==> src/rtl/kbd_defs.sv <==
// Shared definitions for the PS/2 key event decoder: scan codes, FSM states,
// held-bit indices and the make/break match table.
package kbd_defs;

  localparam logic [7:0] SC_EXT   = 8'hE0;
  localparam logic [7:0] SC_BRK   = 8'hF0;
  localparam logic [7:0] SC_ENTER = 8'h5A;
  localparam logic [7:0] SC_ESC   = 8'h76;
  localparam logic [7:0] SC_UP    = 8'h75;
  localparam logic [7:0] SC_DOWN  = 8'h72;

  typedef enum logic [1:0] {
    S_IDLE    = 2'd0,
    S_EXT     = 2'd1,
    S_BRK     = 2'd2,
    S_EXT_BRK = 2'd3
  } state_e;

  localparam int IDX_UP    = 0;
  localparam int IDX_DOWN  = 1;
  localparam int IDX_ENTER = 2;
  localparam int IDX_ESC   = 3;

  typedef struct packed {
    logic       hit;
    logic [1:0] idx;
  } key_match_t;

  // Enter matches in both classes so base and keypad Enter share one held bit.
  function automatic key_match_t match_key(input logic is_ext, input logic [7:0] code);
    key_match_t m;
    m.hit = 1'b0;
    m.idx = 2'd0;
    if (code == SC_ENTER) begin
      m.hit = 1'b1;
      m.idx = 2'(IDX_ENTER);
    end else if (!is_ext && code == SC_ESC) begin
      m.hit = 1'b1;
      m.idx = 2'(IDX_ESC);
    end else if (is_ext && code == SC_UP) begin
      m.hit = 1'b1;
      m.idx = 2'(IDX_UP);
    end else if (is_ext && code == SC_DOWN) begin
      m.hit = 1'b1;
      m.idx = 2'(IDX_DOWN);
    end
    return m;
  endfunction

endpackage

==> src/rtl/kbd_prefix_timer.sv <==
// Watchdog for a pending prefix: expires after PREFIX_TIMEOUT cycles of
// non-idle state without a received byte.
module kbd_prefix_timer #(
  parameter int PREFIX_TIMEOUT = 100000,
  parameter int CNT_W          = 17
) (
  input  logic clk,
  input  logic reset,
  input  logic run,
  input  logic clear,
  output logic expire
);

  logic [CNT_W-1:0] r_cnt;

  assign expire = run && (r_cnt == CNT_W'(PREFIX_TIMEOUT - 1));

  // Held at zero while idle so the counter can never wrap.
  always_ff @(posedge clk or posedge reset) begin
    if (reset) begin
      r_cnt <= '0;
    end else if (clear || expire || !run) begin
      r_cnt <= '0;
    end else begin
      r_cnt <= r_cnt + 1'b1;
    end
  end

endmodule

==> src/rtl/key_event_decoder.sv <==
// PS/2 set-2 byte stream to edge-only menu key pulses, with E0/F0 prefix
// decoding, typematic suppression and a prefix timeout.
module key_event_decoder
  import kbd_defs::*;
#(
  parameter int PREFIX_TIMEOUT = 100000,
  parameter int CNT_W          = 17
) (
  input  logic       clk,
  input  logic       reset,
  input  logic       rx_valid,
  input  logic [7:0] rx_data,
  output logic       arrow_up,
  output logic       arrow_down,
  output logic       enter,
  output logic       esc,
  output logic [3:0] held
);

  state_e     r_state;
  logic [3:0] r_pulse;
  logic [3:0] r_held;

  logic       w_run;
  logic       w_expire;
  logic       w_is_ext;
  key_match_t w_match;
  logic [3:0] w_key_bit;

  assign w_run    = (r_state != S_IDLE);
  assign w_is_ext = (r_state == S_EXT) || (r_state == S_EXT_BRK);
  assign w_match  = match_key(w_is_ext, rx_data);

  for (genvar gi = 0; gi < 4; gi++) begin : g_key_bit
    assign w_key_bit[gi] = w_match.hit && (w_match.idx == 2'(gi));
  end

  kbd_prefix_timer #(
    .PREFIX_TIMEOUT(PREFIX_TIMEOUT),
    .CNT_W         (CNT_W)
  ) u_timer (
    .clk   (clk),
    .reset (reset),
    .run   (w_run),
    .clear (rx_valid),
    .expire(w_expire)
  );

  // A received byte takes priority over a timeout in the same cycle.
  always_ff @(posedge clk or posedge reset) begin
    if (reset) begin
      r_state <= S_IDLE;
      r_pulse <= 4'b0000;
      r_held  <= 4'b0000;
    end else begin
      r_pulse <= 4'b0000;
      if (rx_valid) begin
        case (r_state)
          S_IDLE: begin
            if (rx_data == SC_EXT) begin
              r_state <= S_EXT;
            end else if (rx_data == SC_BRK) begin
              r_state <= S_BRK;
            end else begin
              r_pulse <= w_key_bit & ~r_held;
              r_held  <= r_held | w_key_bit;
            end
          end
          S_EXT: begin
            if (rx_data == SC_BRK) begin
              r_state <= S_EXT_BRK;
            end else if (rx_data != SC_EXT) begin
              r_pulse <= w_key_bit & ~r_held;
              r_held  <= r_held | w_key_bit;
              r_state <= S_IDLE;
            end
          end
          S_BRK, S_EXT_BRK: begin
            r_held  <= r_held & ~w_key_bit;
            r_state <= S_IDLE;
          end
          default: r_state <= S_IDLE;
        endcase
      end else if (w_expire) begin
        r_state <= S_IDLE;
      end
    end
  end

  assign arrow_up   = r_pulse[IDX_UP];
  assign arrow_down = r_pulse[IDX_DOWN];
  assign enter      = r_pulse[IDX_ENTER];
  assign esc        = r_pulse[IDX_ESC];
  assign held       = r_held;

endmodule

==> config.mk <==
export PLATFORM = sky130hd
export DESIGN_NAME = key_event_decoder
export DESIGN_NICKNAME = d
export VERILOG_FILES = /design/src/rtl/kbd_defs.sv /design/src/rtl/kbd_prefix_timer.sv /design/src/rtl/key_event_decoder.sv
export SDC_FILE = /design/constraint.sdc
export NUM_CORES = 1
export LEC_CHECK = 0
export CAP_MARGIN = 5
export CORE_MARGIN = 1.5
export CORE_UTILIZATION = 53
export DETAILED_ROUTE_END_ITERATION = 16
export HOLD_SLACK_MARGIN = 0.08
export PLACE_DENSITY_LB_ADDON = 0.1
export SYNTH_ARGS = -nofsm -noshare
export SYNTH_HDL_FRONTEND = slang
export SYNTH_SLANG_ARGS = --single-unit
==> constraint.sdc <==
create_clock -name clk -period 1.9 [get_ports clk]
set_input_delay 0.38 -clock clk [delete_from_list [all_inputs] [get_ports clk]]
set_output_delay 0.38 -clock clk [all_outputs]
set_load 0.05 [all_outputs]
==> flow_metrics.tcl <==
set metrics [dict create \
    clk_pin_slew_ns 0.14 \
    num_rows 18 \
    power.density_nw_per_um2 572 \
    path_buf_inv 1 \
    end_kind "output port" \
    h-tree-depth 1 \
    cp.arrival_ns 1.47 \
    detail-route-antenna-nets 0 \
    fmax_mhz 540 \
    die_h_um 53.6 \
    crit_slowest_cell "clkdlybuf4s50_1" \
    gp_congestion 0.784 \
    maxCapViolations 0 \
    grt_pass1_vias 858 \
    p_sw_mw 0.218 \
    syn-mean-instance-area_um2 10.2 \
    cellLeakagePower_nw 0.695 \
    synth_edf_count 0 \
    synthFlopType "dfrtp_1" \
    synth-async-reset-ratio_pct 100 \
    die_area_um2 2880 \
    relSlewSlack_pct 66.7 \
    grt_pass1_wl_mm 3.96 \
    fp.dieW_um 53.6 \
    p_sw_share_pct 23.9 \
    setup_viol 0 \
    initial_core_util_pct 55.4 \
    layout-drive-gt1-share_pct 9.62 \
    postSynthNetCount 145 \
    cts.sinks 27 \
    drt_first_pass_iters 4 \
    cts_tree "built" \
    grt_max_degree 28 \
    via_per_inst 5.69 \
    outcome "finished clean" \
    placed_cells_incl_taps 182 \
    drcViolationCount 0 \
    wl_per_cell_um 13.6 \
    core_um2 2450 \
    synth_top_area_share_pct 49.7 \
    post_cts_buffers 0 \
    setup_tns_ns 0 \
    hold_path.class "in -> async" \
    hpwl_mm 1.85 \
    irDropWorstVdd_mv 0.406 \
    seq_area_frac_synth_pct 49.7 \
    clockBufferDepth 2 \
    cp.required_ns 1.52 \
    crit_path_start_kind "register" \
    period_share_pct 97.5 \
    pwr-share-comb_pct 8.8 \
    drtIter0Drc 21 \
    path_cells "clkdlybuf4s50_1" \
    synthTopCellsByArea "dfrtp_1 (50%), nor2_1 (6.1%), xor2_1 (4.5%), xnor2_1 (3.9%), nand2_1 (2.8%)" \
    p_seq_share_pct 63.6 \
    worstMarginPinSlew_ns 0.498 \
    wirelength_mm 2.54 \
    slowest_delay_ns 0.79 \
    cts_hold_buffers 0 \
    synth_top_cell_by_area "dfrtp_1" \
    worst-setup-path-type "reg -> out" \
    fin_crit_ns 1.85 \
    crit_family "buffers and inverters" \
    finClkSkew_ns 0.00229 \
    syn_area_um2 1360 \
    antenna_found_initial 0 \
    n_antenna_cell 0 \
    hold_viol_final 0 \
    stdcell_count 186 \
    ys_warn_count 0 \
    nets 169 \
    synthCells 133 \
    clockPowerShare_pct 27.6 \
    syn_to_final_growth_pct 17.5 \
    p_int_mw 0.696 \
    cp_max_fo 1 \
    ys_ff_latch 27 \
    grt_use_total_pct 19.4 \
    cts_buffers 3 \
    final_max_slew_viol_count 0 \
    overflow 0 \
    io_buffer_count 18 \
    insertion_delay_ns 0.33 \
    rsz0062_at_grt "no" \
    vias 1058 \
    ys_types 40 \
    ios 19 \
    cts_root_buffer "clkbuf_4" \
]
==> power by group through the flow <==
stage	Clock, mW	Sequential [mW]	Combinational [mW]
2_1_floorplan	0	0.605	0.0264
3_3_place_gp	0	0.592	0.0800
3_5_place_dp	0	0.592	0.0813
4_1_cts	0.263	0.582	0.0812
5_1_grt	0.281	0.583	0.0878
6_report	0.252	0.582	0.0800
==> final timing paths <==
kind / cells past startpoint / from / slack [ns] / to
max: 1 / r_pulse[2] / 0.05 / enter
min: 3 / reset / 0.40 / u_timer.r_cnt[14]
max reg2reg: 5 / u_timer.r_cnt[0] / 0.16 / u_timer.r_cnt[16]
min reg2reg: 1 / register / 0.46 / r_pulse[0]
max in group asynchronous: 3 / reset / 1.25 / u_timer.r_cnt[9]
min in group clk: 1 / register / 0.46 / r_pulse[0]
==> routing by layer <==
metal / track usage, % / vias up / routed length, µm
met3: 2.50 / 6 / 72
met1: 28.4 / 512 / 1260
met2: 28.4 / 19 / 1160
met5: 0 / - / 0
met4: 8.97 / 0 / 46
li1: - / 521 / -
==> kinds of logic after synthesis <==
group                      count (synthesis)  synth area share [%]
buffers and inverters                      6                  3.59
AOI/OAI and AO/OA                         14                  7.28
adders and majority gates                  1                 0.921
and+or+nand+nor                           72                  30.1
xor gates and xnor gates                  13                  8.38
DFF                                       27                  49.7
==> timing repair <==
| item | in CTS | in global routing |
|---|---|---|
| gates resized for setup | 2 | 3 |
| hold endpoints to repair | 0 | 0 |
| endpoints found under the setup margin | 2 | 18 |
| gates cloned | 0 | 0 |
==> synth_stat cells (all sizes together) (2+ instances only) <==
cell type  instances
nor4b              2
dfrtp             27
nand3              7
and3               2
nor2              22
nand4              5
a21oi              2
and4               5
o21ai              2
buf                3
nor4bb             2
inv                2
nor3               5
xor2               7
a31oi              3
nand2             10
nor3b              2
xnor2              6
==> layout by cell type (no fill, tap or decap), drive strengths merged <==
master and count:
dfrtp 27, nor2 22, clkdlybuf4s50 12, nand2 10, nand3 7, xor2 7
buf 7, xnor2 6, nand4 5, nor3 5, and4 5, clkbuf 4
a31oi 3, nor4bb 2, nor4b 2, o21ai 2, inv 2, and3 2
nor3b 2, a21oi 2, dlymetal6s2s 2, dlygate4sd2 2, nor2b 1, and4b 1
and4bb 1, o21a 1, o21bai 1, or2 1, nand2b 1, nand3b 1
o41ai 1, or3b 1, nor4 1, or3 1, nand4bb 1, o22a 1
a21bo 1, a41oi 1, o2bb2ai 1, ha 1
==> metrics by stage <==
stage / cell area, µm² / power (mW) / utilization [%] / worst slack (ns) / hold WS, ns
floorplan: 1360 / 0.631 / - / 0.183 / 0.429
global placement: 1570 / 0.672 / 63.9 / 0.111 / 0.435
detailed placement: 1570 / 0.674 / 63.9 / 0.0738 / 0.451
CTS: 1590 / 0.926 / 64.8 / 0.0235 / 0.404
global route: 1600 / 0.952 / 65.0 / 0.00514 / 0.433
finish: 1600 / 0.914 / 65.0 / 0.0466 / 0.398
==> area by class of cell <==
class / count / area (µm²)
tap: 30 / 37.5
fill: 227 / 858
multi-input combinational: 100 / 634
clock buffer: 4 / 26.3
inverter: 2 / 7.51
timing repair buffer: 23 / 215
sequential: 27 / 676
Power figures use the tool's default switching activity.
